### config.mk
export PLATFORM = sky130hd
export DESIGN_NAME = mic_level_meter
export DESIGN_NICKNAME = d
export VERILOG_FILES = /design/src/rtl/mic_meter_pkg.sv /design/src/rtl/amp_to_level.sv /design/src/rtl/mic_level_meter.sv
export SDC_FILE = /design/constraint.sdc
export NUM_CORES = 1
export LEC_CHECK = 0
export ABC_CLOCK_PERIOD_IN_PS = 8950
export CAP_MARGIN = 20
export CORE_MARGIN = 5
export CORE_UTILIZATION = 39
export CTS_CLUSTER_SIZE = 10
export DETAILED_ROUTE_END_ITERATION = 12
export PLACE_DENSITY = 0.56
export SLEW_MARGIN = 20
export SYNTH_ARGS = -nofsm -noshare
export SYNTH_HDL_FRONTEND = slang
export SYNTH_SLANG_ARGS = --single-unit
### constraint.sdc
create_clock -name clock -period 8.95 [get_ports clock]
set_input_delay 1.79 -clock clock [delete_from_list [all_inputs] [get_ports clock]]
set_output_delay 1.79 -clock clock [all_outputs]
set_load 0.005 [all_outputs]
### src/rtl/mic_meter_pkg.sv
// Shared constants, types and the level-to-thermometer encoder for the
// microphone volume meter and the displays that show its level.
package mic_meter_pkg;

  localparam int MIC_MID    = 2048;
  localparam int LEVEL_W    = 4;
  localparam int NUM_LEVELS = 10;
  localparam int AMP_W      = 11;

  typedef logic [LEVEL_W-1:0]    level_t;
  typedef logic [AMP_W-1:0]      amp_t;
  typedef logic [NUM_LEVELS-2:0] bar_t;

  // Bit i of the bar is lit when the level exceeds i.
  function automatic bar_t thermo_encode(input level_t lvl);
    bar_t bar;
    bar = '0;
    for (int i = 0; i < NUM_LEVELS - 1; i++) begin
      bar[i] = (lvl > LEVEL_W'(i));
    end
    return bar;
  endfunction

endpackage

### src/rtl/amp_to_level.sv
// Maps an 11-bit rectified amplitude onto a 0..9 volume level: the level is
// the number of thresholds k*THRESH_STEP (k = 1..9) the amplitude reaches.
module amp_to_level
  import mic_meter_pkg::*;
#(
  parameter int THRESH_STEP = 205
) (
  input  logic [10:0] amp,
  output logic [3:0]  level
);

  // NOTE: combinational outputs get a default first so no path can infer a latch.
  always_comb begin
    level = '0;
    for (int k = 1; k < NUM_LEVELS; k++) begin
      if (int'(amp) >= k * THRESH_STEP) begin
        level = level + LEVEL_W'(1);
      end
    end
  end

endmodule

### src/rtl/mic_level_meter.sv
// Windowed peak meter for the 12-bit mic stream; publishes a 0..9 level per
// window. Optional peak-hold decay is built when MIC_PEAK_HOLD_EN is defined.
module mic_level_meter
  import mic_meter_pkg::*;
#(
  parameter int WINDOW       = 4000,
  parameter int THRESH_STEP  = 205,
  parameter int HOLD_WINDOWS = 5
) (
  input  logic        clock,
  input  logic        rst,
  input  logic        sample_valid,
  input  logic [11:0] sample,
  output logic [3:0]  level,
  output logic [8:0]  led_bar,
  output logic        level_valid
);

  localparam int CNT_W = 16;

  // Parameter legality is checked at elaboration so a bad build never synthesizes.
  if (WINDOW < 2 || WINDOW > 65535) begin : g_bad_window
    $error("mic_level_meter: WINDOW must be in 2..65535");
  end
  if (9 * THRESH_STEP > 2047 || THRESH_STEP < 1) begin : g_bad_step
    $error("mic_level_meter: 9*THRESH_STEP must be 1..2047");
  end
  if (HOLD_WINDOWS < 1) begin : g_bad_hold
    $error("mic_level_meter: HOLD_WINDOWS must be at least 1");
  end

  amp_t             amp;
  amp_t             amp_r;
  amp_t             peak;
  amp_t             pk;
  logic             last_r;
  logic             s1_valid;
  logic [CNT_W-1:0] sample_cnt;
  level_t           new_level;
  level_t           pub_level;

  // Fold about mid-scale: 2048 -> 0, both 0 and 4095 -> 2047.
  always_comb begin
    if (sample >= 12'(MIC_MID)) amp = AMP_W'(sample - 12'(MIC_MID));
    else                        amp = AMP_W'(12'(MIC_MID - 1) - sample);
  end

  // NOTE: clocked state uses non-blocking assignments so every register sees pre-edge values.
  always_ff @(posedge clock) begin
    if (rst) begin
      s1_valid   <= 1'b0;
      amp_r      <= '0;
      last_r     <= 1'b0;
      sample_cnt <= '0;
    end else begin
      s1_valid <= sample_valid;
      if (sample_valid) begin
        amp_r  <= amp;
        last_r <= (sample_cnt == CNT_W'(WINDOW - 1));
        if (sample_cnt == CNT_W'(WINDOW - 1)) sample_cnt <= '0;
        else                                  sample_cnt <= sample_cnt + CNT_W'(1);
      end
    end
  end

  assign pk = (amp_r > peak) ? amp_r : peak;

  amp_to_level #(
    .THRESH_STEP(THRESH_STEP)
  ) u_amp_to_level (
    .amp  (pk),
    .level(new_level)
  );

`ifdef MIC_PEAK_HOLD_EN
  localparam int HC_W = $clog2(HOLD_WINDOWS) + 1;

  level_t          held;
  level_t          next_held;
  logic [HC_W-1:0] hold_cnt;
  logic [HC_W-1:0] next_hold_cnt;

  // A louder window takes over at once; a quieter one decays by one step per hold period.
  always_comb begin
    next_held     = held;
    next_hold_cnt = hold_cnt;
    if (new_level >= held) begin
      next_held     = new_level;
      next_hold_cnt = '0;
    end else if (hold_cnt == HC_W'(HOLD_WINDOWS - 1)) begin
      next_held     = ((held - LEVEL_W'(1)) > new_level) ? held - LEVEL_W'(1) : new_level;
      next_hold_cnt = '0;
    end else begin
      next_hold_cnt = hold_cnt + HC_W'(1);
    end
  end

  always_ff @(posedge clock) begin
    if (rst) begin
      held     <= '0;
      hold_cnt <= '0;
    end else if (s1_valid && last_r) begin
      held     <= next_held;
      hold_cnt <= next_hold_cnt;
    end
  end

  assign pub_level = next_held;
`else
  assign pub_level = new_level;
`endif

  // The window's last sample is folded into pk before the peak clears, so the
  // following window always starts from zero.
  always_ff @(posedge clock) begin
    if (rst) begin
      peak        <= '0;
      level       <= '0;
      led_bar     <= '0;
      level_valid <= 1'b0;
    end else begin
      level_valid <= 1'b0;
      if (s1_valid) begin
        if (last_r) begin
          peak        <= '0;
          level       <= pub_level;
          led_bar     <= thermo_encode(pub_level);
          level_valid <= 1'b1;
        end else begin
          peak <= pk;
        end
      end
    end
  end

endmodule

==> impl_metrics.ini, run 1 <==
[yosys]
yosysTopAreaCell = dfxtp_1
synth_top_area_frac = 0.280
syn-cell-area_sq_um = 3860
syn_area_per_cell_sq_um = 8.12
synth_seq_cells = 54
synth_flop_cell = dfxtp_1
synthTopCellsByCount = nor2_1 (84), dfxtp_1 (54), nand2_1 (34)
ys_types = 73
ys_seq_area_frac = 0.280
synth_most_common_cell = nor2_1
ys_warn_count = 0
synth.area.top_cells = dfxtp_1 (28%), nor2_1 (8.2%), ha_1 (6.5%)
syn_nets = 510
syn_inst = 475
synthArstFlopShare = 0
synth_edf_count = 0

[sta]
worstMarginPinSlew_ns = 0.952
finalSetupTns_ns = 0
hold_slack_ns = 0.470
relSlewSlack = 0.363
drv_slew = 0
rsz0062_at_grt = false
setup_violations = 0
fmax_ghz = 0.135
worst_slack_ns = 1.54
finalCriticalPeriod_ns = 7.41
period_share = 0.828
hold_viol_final = 0
finClkSkew_ns = 0.00756

[setup_path]
cp.required_ns = 9.11
path_class = reg -> reg
critPathMaxStageDelay_ns = 0.60
arrival_ns = 7.57
cp_common_cell = ha_1
cp-start-kind = flip-flop
critPathCaptureType = flip-flop
path_max_fanout = 21
slowest_stage = nand2_1

[routing]
vias_per_cell = 5.58
drc = 0
drtPass1Iterations = 4
avgRoutedWirePerCell_um = 15.1
drtAntennaViolNets = 0
wirelength_mm = 9.31
vias = 3440
drt_iter0_drc = 327

[cts]
cts_made_buffers = 5
htree_levels = 2
clock_path_buffers = 2
clkLatencyLatePin_ns = 0.31
cts_tree = built
clock_sinks = 54
cts_setup_buffers = 0
clockRootBuffer = clkbuf_8
ctsHoldBuffers = 0
cts_resized = 0
clk_pin_slew_ns = 0.10

[grt]
grt.met3_usage = 0.0252
antenna_found_initial = 0
grt-busiest-layer = met2
grt.total_usage = 0.162
grt_first_pass_wirelength_mm = 15.8
grt_pass1_vias = 3298
grt_use_met2 = 0.265
grt.overflow.total = 0
grt_max_degree = 41
grt_util_met1 = 0.220

[placed_design]
place_area_sq_um = 4190
gp_congestion = 0.945
hpwl_mm = 6.89
port_buffers = 28
place_inst = 608
pre_cts_ws_ns = 1.65

[layout]
design_area_sq_um = 4310
instances_no_fill = 616
drive_above_1_share = 0.0849
fin_nets = 517
area_growth_pct = 11.7
num_antenna_cells = 0
final_core_util = 0.443

[floorplanning]
die_w_um = 109
start_util = 0.396
num_rows = 36
io_pins = 29
dieArea_sq_um = 12000
core_area_sq_um = 9730
die_y_um = 109

[pwr]
p_leak_nw = 1.54
p_total_mw = 1.10
power.density_nw_per_um2 = 256
peakVddDrop_mv = 0.120

[run]
drv_cap = 0

[run_status]
outcome = complete, no violations

[worst_hold_path]
min_path_type = reg -> reg
## where the power goes
| part | internal, mW | switching [mW] |
|---|---|---|
| clock | 0.0922 | 0.0827 |
| combinational | 0.281 | 0.379 |
| sequential | 0.249 | 0.0196 |
| total | 0.621 | 0.482 |
## path summary, 6_finish.rpt
| kind | cells after the start | slack, ns | startpoint | endpoint |
|---|---|---|---|---|
| worst max-delay path | 30 | 1.54 | peak[9] | led_bar[0] |
| worst max register to register | 30 | 1.54 | peak[9] | led_bar[0] |
| worst min-delay path | 2 | 0.47 | level[0] | level[0] |
| worst min register to register | 2 | 0.47 | level[0] | level[0] |
## kinds of logic after synthesis
logic type / synth area share
AND/OR/NAND/NOR: 0.216
AO/OA/AOI/OAI: 0.219
flip-flops: 0.280
buffers and inverters: 0.0503
XOR/XNOR: 0.108
multiplexers: 0.0613
adder cells (fa/ha/maj): 0.0649
## sequential cells by signal, summed over array words and instances, names as in the netlist
signal and flops:
last_r 1, peak 11, level_valid 1, led_bar 9, level 4, amp_r 11
sample_cnt 16, s1_valid 1
## layout make-up
class / instances / area (sq um)
clock buffers: 6 / 82.6
fillers: 1010 / 5420
inverters: 19 / 71.3
flip-flops and latches: 54 / 1080
repair buffers: 29 / 288
multi-input cells: 373 / 2580
clock inverters: 2 / 38.8
well taps: 133 / 166
## metal layers
layer | vias up | routed length, um
met4 | 0 | 188
met5 | - | 0
li1 | 1707 | -
met2 | 104 | 4170
met3 | 17 | 492
met1 | 1612 | 4450
## layout by cell type (no fill, tap or decap), types with 3 or more instances in the layout
master,synthesis,final
a311oi_1,9,9
nand3_1,13,13
o21ai_0,16,16
xnor2_1,19,19
xor2_1,15,15
mux2_2,7,7
clkbuf_8,0,6
a211oi_1,4,4
nor3_1,7,7
nand4_1,11,11
o21a_1,3,3
a22oi_1,9,9
and2_1,4,4
nand3b_1,4,4
nand2_1,34,34
or3_1,3,3
o31ai_1,6,6
dfxtp_1,54,54
o211ai_1,5,5
inv_1,19,19
mux2i_1,12,12
a31oi_1,4,4
clkdlybuf4s50_1,0,28
a21oi_1,27,27
nor4_1,3,3
nor2_1,84,84
ha_1,20,20
## critical path: cells and delay by family, from the launching register on
family	cells	cell delay, ns
AO/OA/AOI/OAI	8	1.26
XOR/XNOR	3	0.66
adder cells (fa/ha/maj)	5	1.64
buffers and inverters	2	0.20
flip-flops	1	0.50
multiplexers	3	0.87
AND/OR/NAND/NOR	9	2.13
Power figures use the tool's default switching activity.
==> run 2: changes to the inputs <==
Settings changed: ABC_CLOCK_PERIOD_IN_PS 8950 to 6900.
Clock period 8.95 ns to 6.9 ns, I/O delays scaled along.
==> run 2 against run 1 <==
  * Fmax rose by 15%
  * Register-to-register slack worse by 1.1 ns
  * Sequential share of layout area down 1.3 points
  * Combinational power up 45%
  * Critical path depth fell by 1
  * Largest power group unchanged
==> impl_metrics.ini, run 2 (synthesized netlist as in run 1, its figures left out) <==
[setup_path]
crit_start = peak[6]
path_buf_inv = 2
r2r_setup_slack_ns = 0.47
arrival_ns = 6.60
path_max_fanout = 9
r2r_end = led_bar[5]
r2r_start = peak[6]
ff2ff_path_depth = 29
cp-start-kind = flip-flop
critPathCaptureType = flip-flop
path_class = reg -> reg
cp.required_ns = 7.07
cp_common_cell = ha_1
slowest_stage = dfxtp_2
critPathMaxStageDelay_ns = 0.41
critPathTopFamily = XOR/XNOR gates

[sta]
hold_viol_final = 0
setup_violations = 0
relSlewSlack = 0.342
period_share = 0.932
rsz0062_at_grt = false
finalSetupTns_ns = 0
worst_slack_ns = 0.471
drv_slew = 0
hold_slack_ns = 0.460
finClkSkew_ns = 0.00591
finalCriticalPeriod_ns = 6.43
fmax_ghz = 0.156
worstMarginPinSlew_ns = 0.984

[routing]
drt_iter0_drc = 280
avgRoutedWirePerCell_um = 14.8
drtPass1Iterations = 5
drtAntennaViolNets = 0
vias_per_cell = 5.46
drc = 0
wirelength_mm = 9.53
vias = 3503

[floorplanning]
dieArea_sq_um = 12000
die_w_um = 109
start_util = 0.396
core_area_sq_um = 9730
die_y_um = 109
num_rows = 36
io_pins = 29

[run]
drv_cap = 0

[pwr]
p_clk_frac = 0.151
p_total_mw = 1.52
pwr-share-comb = 0.630
peakVddDrop_mv = 0.134
swShare = 0.428
p_sw_uw = 652
power.density_nw_per_um2 = 334
p_int_uw = 871
p_leak_nw = 1.68
pwr-share-seq = 0.219

[cts]
cts_made_buffers = 5
clock_sinks = 54
cts_setup_buffers = 0
clk_pin_slew_ns = 0.10
clock_path_buffers = 2
htree_levels = 2
clockRootBuffer = clkbuf_8
cts_tree = built
clkLatencyLatePin_ns = 0.31

[layout]
fin_nets = 543
design_area_sq_um = 4570
instances_no_fill = 642
top_register = sample_cnt
final_core_util = 0.469
largest_reg_flops = 16
final_cell_mix = nor2_1 (83), dfxtp_1 (50), nand2_1 (34)
drive_above_1_share = 0.147
final_common_cell = nor2_1
area_growth_pct = 18.4
num_antenna_cells = 0
top_regs = sample_cnt: 16 flops, amp_r: 11 flops, peak: 11 flops

[grt]
grt.overflow.total = 0
antenna_found_initial = 0
grt_first_pass_wirelength_mm = 16.2
grt.total_usage = 0.166
grt_max_degree = 41
grt_pass1_vias = 3320

[placed_design]
pre_cts_ws_ns = 0.129
port_buffers = 28
gp_congestion = 0.988
hpwl_mm = 7.17
place_area_sq_um = 4380
place_inst = 633

[run_status]
outcome = complete, no violations

[worst_hold_path]
holdPathEnd = level[0]
holdPathStages = 2
hold_start = level[0]
min_path_type = reg -> reg
==> run 2: cell count changes in the layout (fill, tap and decap cells not counted), sizes merged <==
cell | before | now
buf | 1 | 26
xor2 | 18 | 19
==> run 2: layout make-up <==
class | instances | area (sq um)
Clock buffer | 6 | 82.6
Clock inverter | 2 | 38.8
Fill cell | 1003 | 5160
Inverter | 19 | 71.3
Multi-Input combinational cell | 374 | 2650
Sequential cell | 54 | 1090
Tap cell | 133 | 166
Timing Repair Buffer | 54 | 475
==> run 2: worst reg2reg max path: cells and delay by family (launching register included) <==
family | cells | cell delay (ns)
adder cells (fa/ha/maj) | 4 | 1.13
flip-flops | 1 | 0.41
AO/OA/AOI/OAI | 7 | 1.14
XOR/XNOR | 6 | 1.31
AND/OR/NAND/NOR | 7 | 1.25
buffers and inverters | 2 | 0.13
multiplexers | 3 | 0.93
==> run 2: how the worst max path moves through the flow <==
stage / slack (ns) / endpoint / cells past startpoint
CTS: 0.1 / led_bar[0] / 30
floorplan: 0.37 / led_bar[0] / 32
global placement: 0.29 / led_bar[0] / 30
finish: 0.47 / led_bar[5] / 29
detailed placement: 0.13 / led_bar[0] / 30
global route: 0.02 / led_bar[6] / 29
==> run 2: power groups by stage <==
stage | registers, mW | clock network, mW | logic [mW]
global placement | 0.340 | 0 | 0.920
detailed placement | 0.340 | 0 | 0.925
global route | 0.336 | 0.254 | 1.07
finish | 0.333 | 0.230 | 0.959
floorplan | 0.338 | 0 | 0.712
CTS | 0.333 | 0.241 | 0.932
==> run 2: timing repair <==
action | in CTS | in global routing
endpoints found under the hold margin | 0 | 0
hold buffers | 0 | 0
setup endpoints to repair | 0 | 12
resized for setup | 0 | 13
==> run 2: layer usage <==
metal | global-route usage | wire [um] | up-vias
met5 | 0 | 0 | -
met4 | 0.0490 | 276 | 0
met3 | 0.0264 | 582 | 30
met2 | 0.274 | 4250 | 119
met1 | 0.224 | 4420 | 1595
li1 | - | - | 1759
==> run 3: changes to the inputs <==
Settings changed: SETUP_SLACK_MARGIN set to 0.3.
==> run 3 against run 2 <==
  * Sequential cell count unchanged
  * Register-to-register slack improved by 0.17 ns
  * Cell count increased by 1.2%
  * First-iteration DRC count increased by 14%
  * Hold slack improved by 0.0077 ns
  * Largest power group unchanged
  * Sequential power about the same
  * Clock-buffer cell count unchanged
  * Global-route usage about the same
  * Routed wire length increased by 2.6%
  * Utilization increased by 1.5 points
==> impl_metrics.ini, run 3 (synthesized netlist as in run 1, its figures left out) <==
[layout]
largest_reg_flops = 16
area_growth_pct = 22.1
top_regs = sample_cnt: 16 flops, amp_r: 11 flops, peak: 11 flops
final_cell_mix = nor2_1 (82), dfxtp_1 (50), nand2_1 (34), buf_4 (34), clkdlybuf4s50_1 (28)
num_antenna_cells = 0
drive_above_1_share = 0.174
fin_nets = 551
final_common_cell = nor2_1
top_register = sample_cnt

[grt]
grt_first_pass_wirelength_mm = 16.2
grt_max_degree = 41
grt_pass1_vias = 3326
antenna_found_initial = 0
grt.total_usage = 0.166
grt.overflow.total = 0

[floorplanning]
start_util = 0.396
die_y_um = 109
core_area_sq_um = 9730
die_w_um = 109
num_rows = 36
io_pins = 29
dieArea_sq_um = 12000

[worst_hold_path]
min_path_type = reg -> reg

[sta]
period_share = 0.908
finalSetupTns_ns = 0
drv_slew = 0
setup_violations = 0
finClkSkew_ns = 0.00669
worstMarginPinSlew_ns = 0.987
relSlewSlack = 0.340
rsz0062_at_grt = false
fmax_ghz = 0.160
hold_viol_final = 0
finalCriticalPeriod_ns = 6.26
hold_slack_ns = 0.468

[placed_design]
port_buffers = 28
hpwl_mm = 7.17
gp_congestion = 0.988

[cts]
clockRootBuffer = clkbuf_8
clk_pin_slew_ns = 0.11
cts_tree = built
clock_sinks = 54
clkLatencyLatePin_ns = 0.31
htree_levels = 2
cts_made_buffers = 5
clock_path_buffers = 2
ctsHoldBuffers = 0

[setup_path]
cp.required_ns = 7.07
critPathMaxStageDelay_ns = 0.34
cp-start-kind = flip-flop
critPathTopFamily = compound AO/OA/AOI/OAI gates
cp_common_cell = ha_1
critPathCaptureType = flip-flop
path_buf_inv = 3
arrival_ns = 6.43
path_max_fanout = 5
slowest_stage = dfxtp_1
path_class = reg -> reg

[routing]
drtAntennaViolNets = 0
drc = 0
drtPass1Iterations = 5
vias_per_cell = 5.49
vias = 3569
wirelength_mm = 9.78
drt_iter0_drc = 320
avgRoutedWirePerCell_um = 15.0

[run]
drv_cap = 0

[pwr]
peakVddDrop_mv = 0.136
p_leak_nw = 1.73
power.density_nw_per_um2 = 339

[run_status]
outcome = complete, no violations
## run 3: changes by cell type in the layout (fill, tap and decap cells not counted), sizes merged
cell  previous run  this run
buf             26        34
## run 3: final cells by class
type                            count  area [sq um]
Multi-Input combinational cell    374          2730
Sequential cell                    54          1090
Timing Repair Buffer               62           536
Clock inverter                      2          38.8
Tap cell                          133           166
Inverter                           19          71.3
Fill cell                         993          5020
Clock buffer                        6          82.6
## run 3: report_power, final
group          internal, mW  switching [mW]
sequential            0.323          0.0106
clock                 0.120           0.112
combinational         0.469           0.561
total                 0.911           0.683
## run 3: path summary, 6_finish.rpt
kind	startpoint	end	slack, ns	cells after the start
setup reg to reg	peak[8]	led_bar[0]	0.64	30
hold reg to reg	level[0]	level[0]	0.47	2
setup / recovery	peak[8]	led_bar[0]	0.64	30
hold / removal	level[0]	level[0]	0.47	2
## run 3: repair_timing
| action | 4_1_cts | 5_1_grt |
|---|---|---|
| buffers inserted | 0 | 8 |
| cloned | 0 | 1 |
| hold endpoints to repair | 0 | 0 |
| pin swaps | 0 | 7 |
| setup endpoints to repair | 10 | 12 |
| resized for setup | 3 | 23 |
## run 3: metal layers
metal	GRT usage	share of wire	routed length [um]
met2	0.272	0.45	4410
met1	0.224	0.47	4570
met5	0	0	0
met3	0.0264	0.058	565
met4	0.0516	0.025	240
## run 3: per-stage QoR
stage	power (mW)	instances	worst slack, ns	instance area [sq um]	utilization
after floorplan	1.05	475	0.371	3860	-
after global placement	1.26	633	0.291	4380	0.450
after detailed placement	1.27	633	0.129	4380	0.450
after CTS	1.51	641	0.336	4510	0.464
after global routing	1.72	650	0.293	4710	0.484
final	1.59	650	0.637	4710	0.484
## run 3: tightest hold or removal path: stages, from the launching register on
cell and delay [ns]:
dfxtp_1 0.32, nand2_1 0.05, a21oi_1 0.05
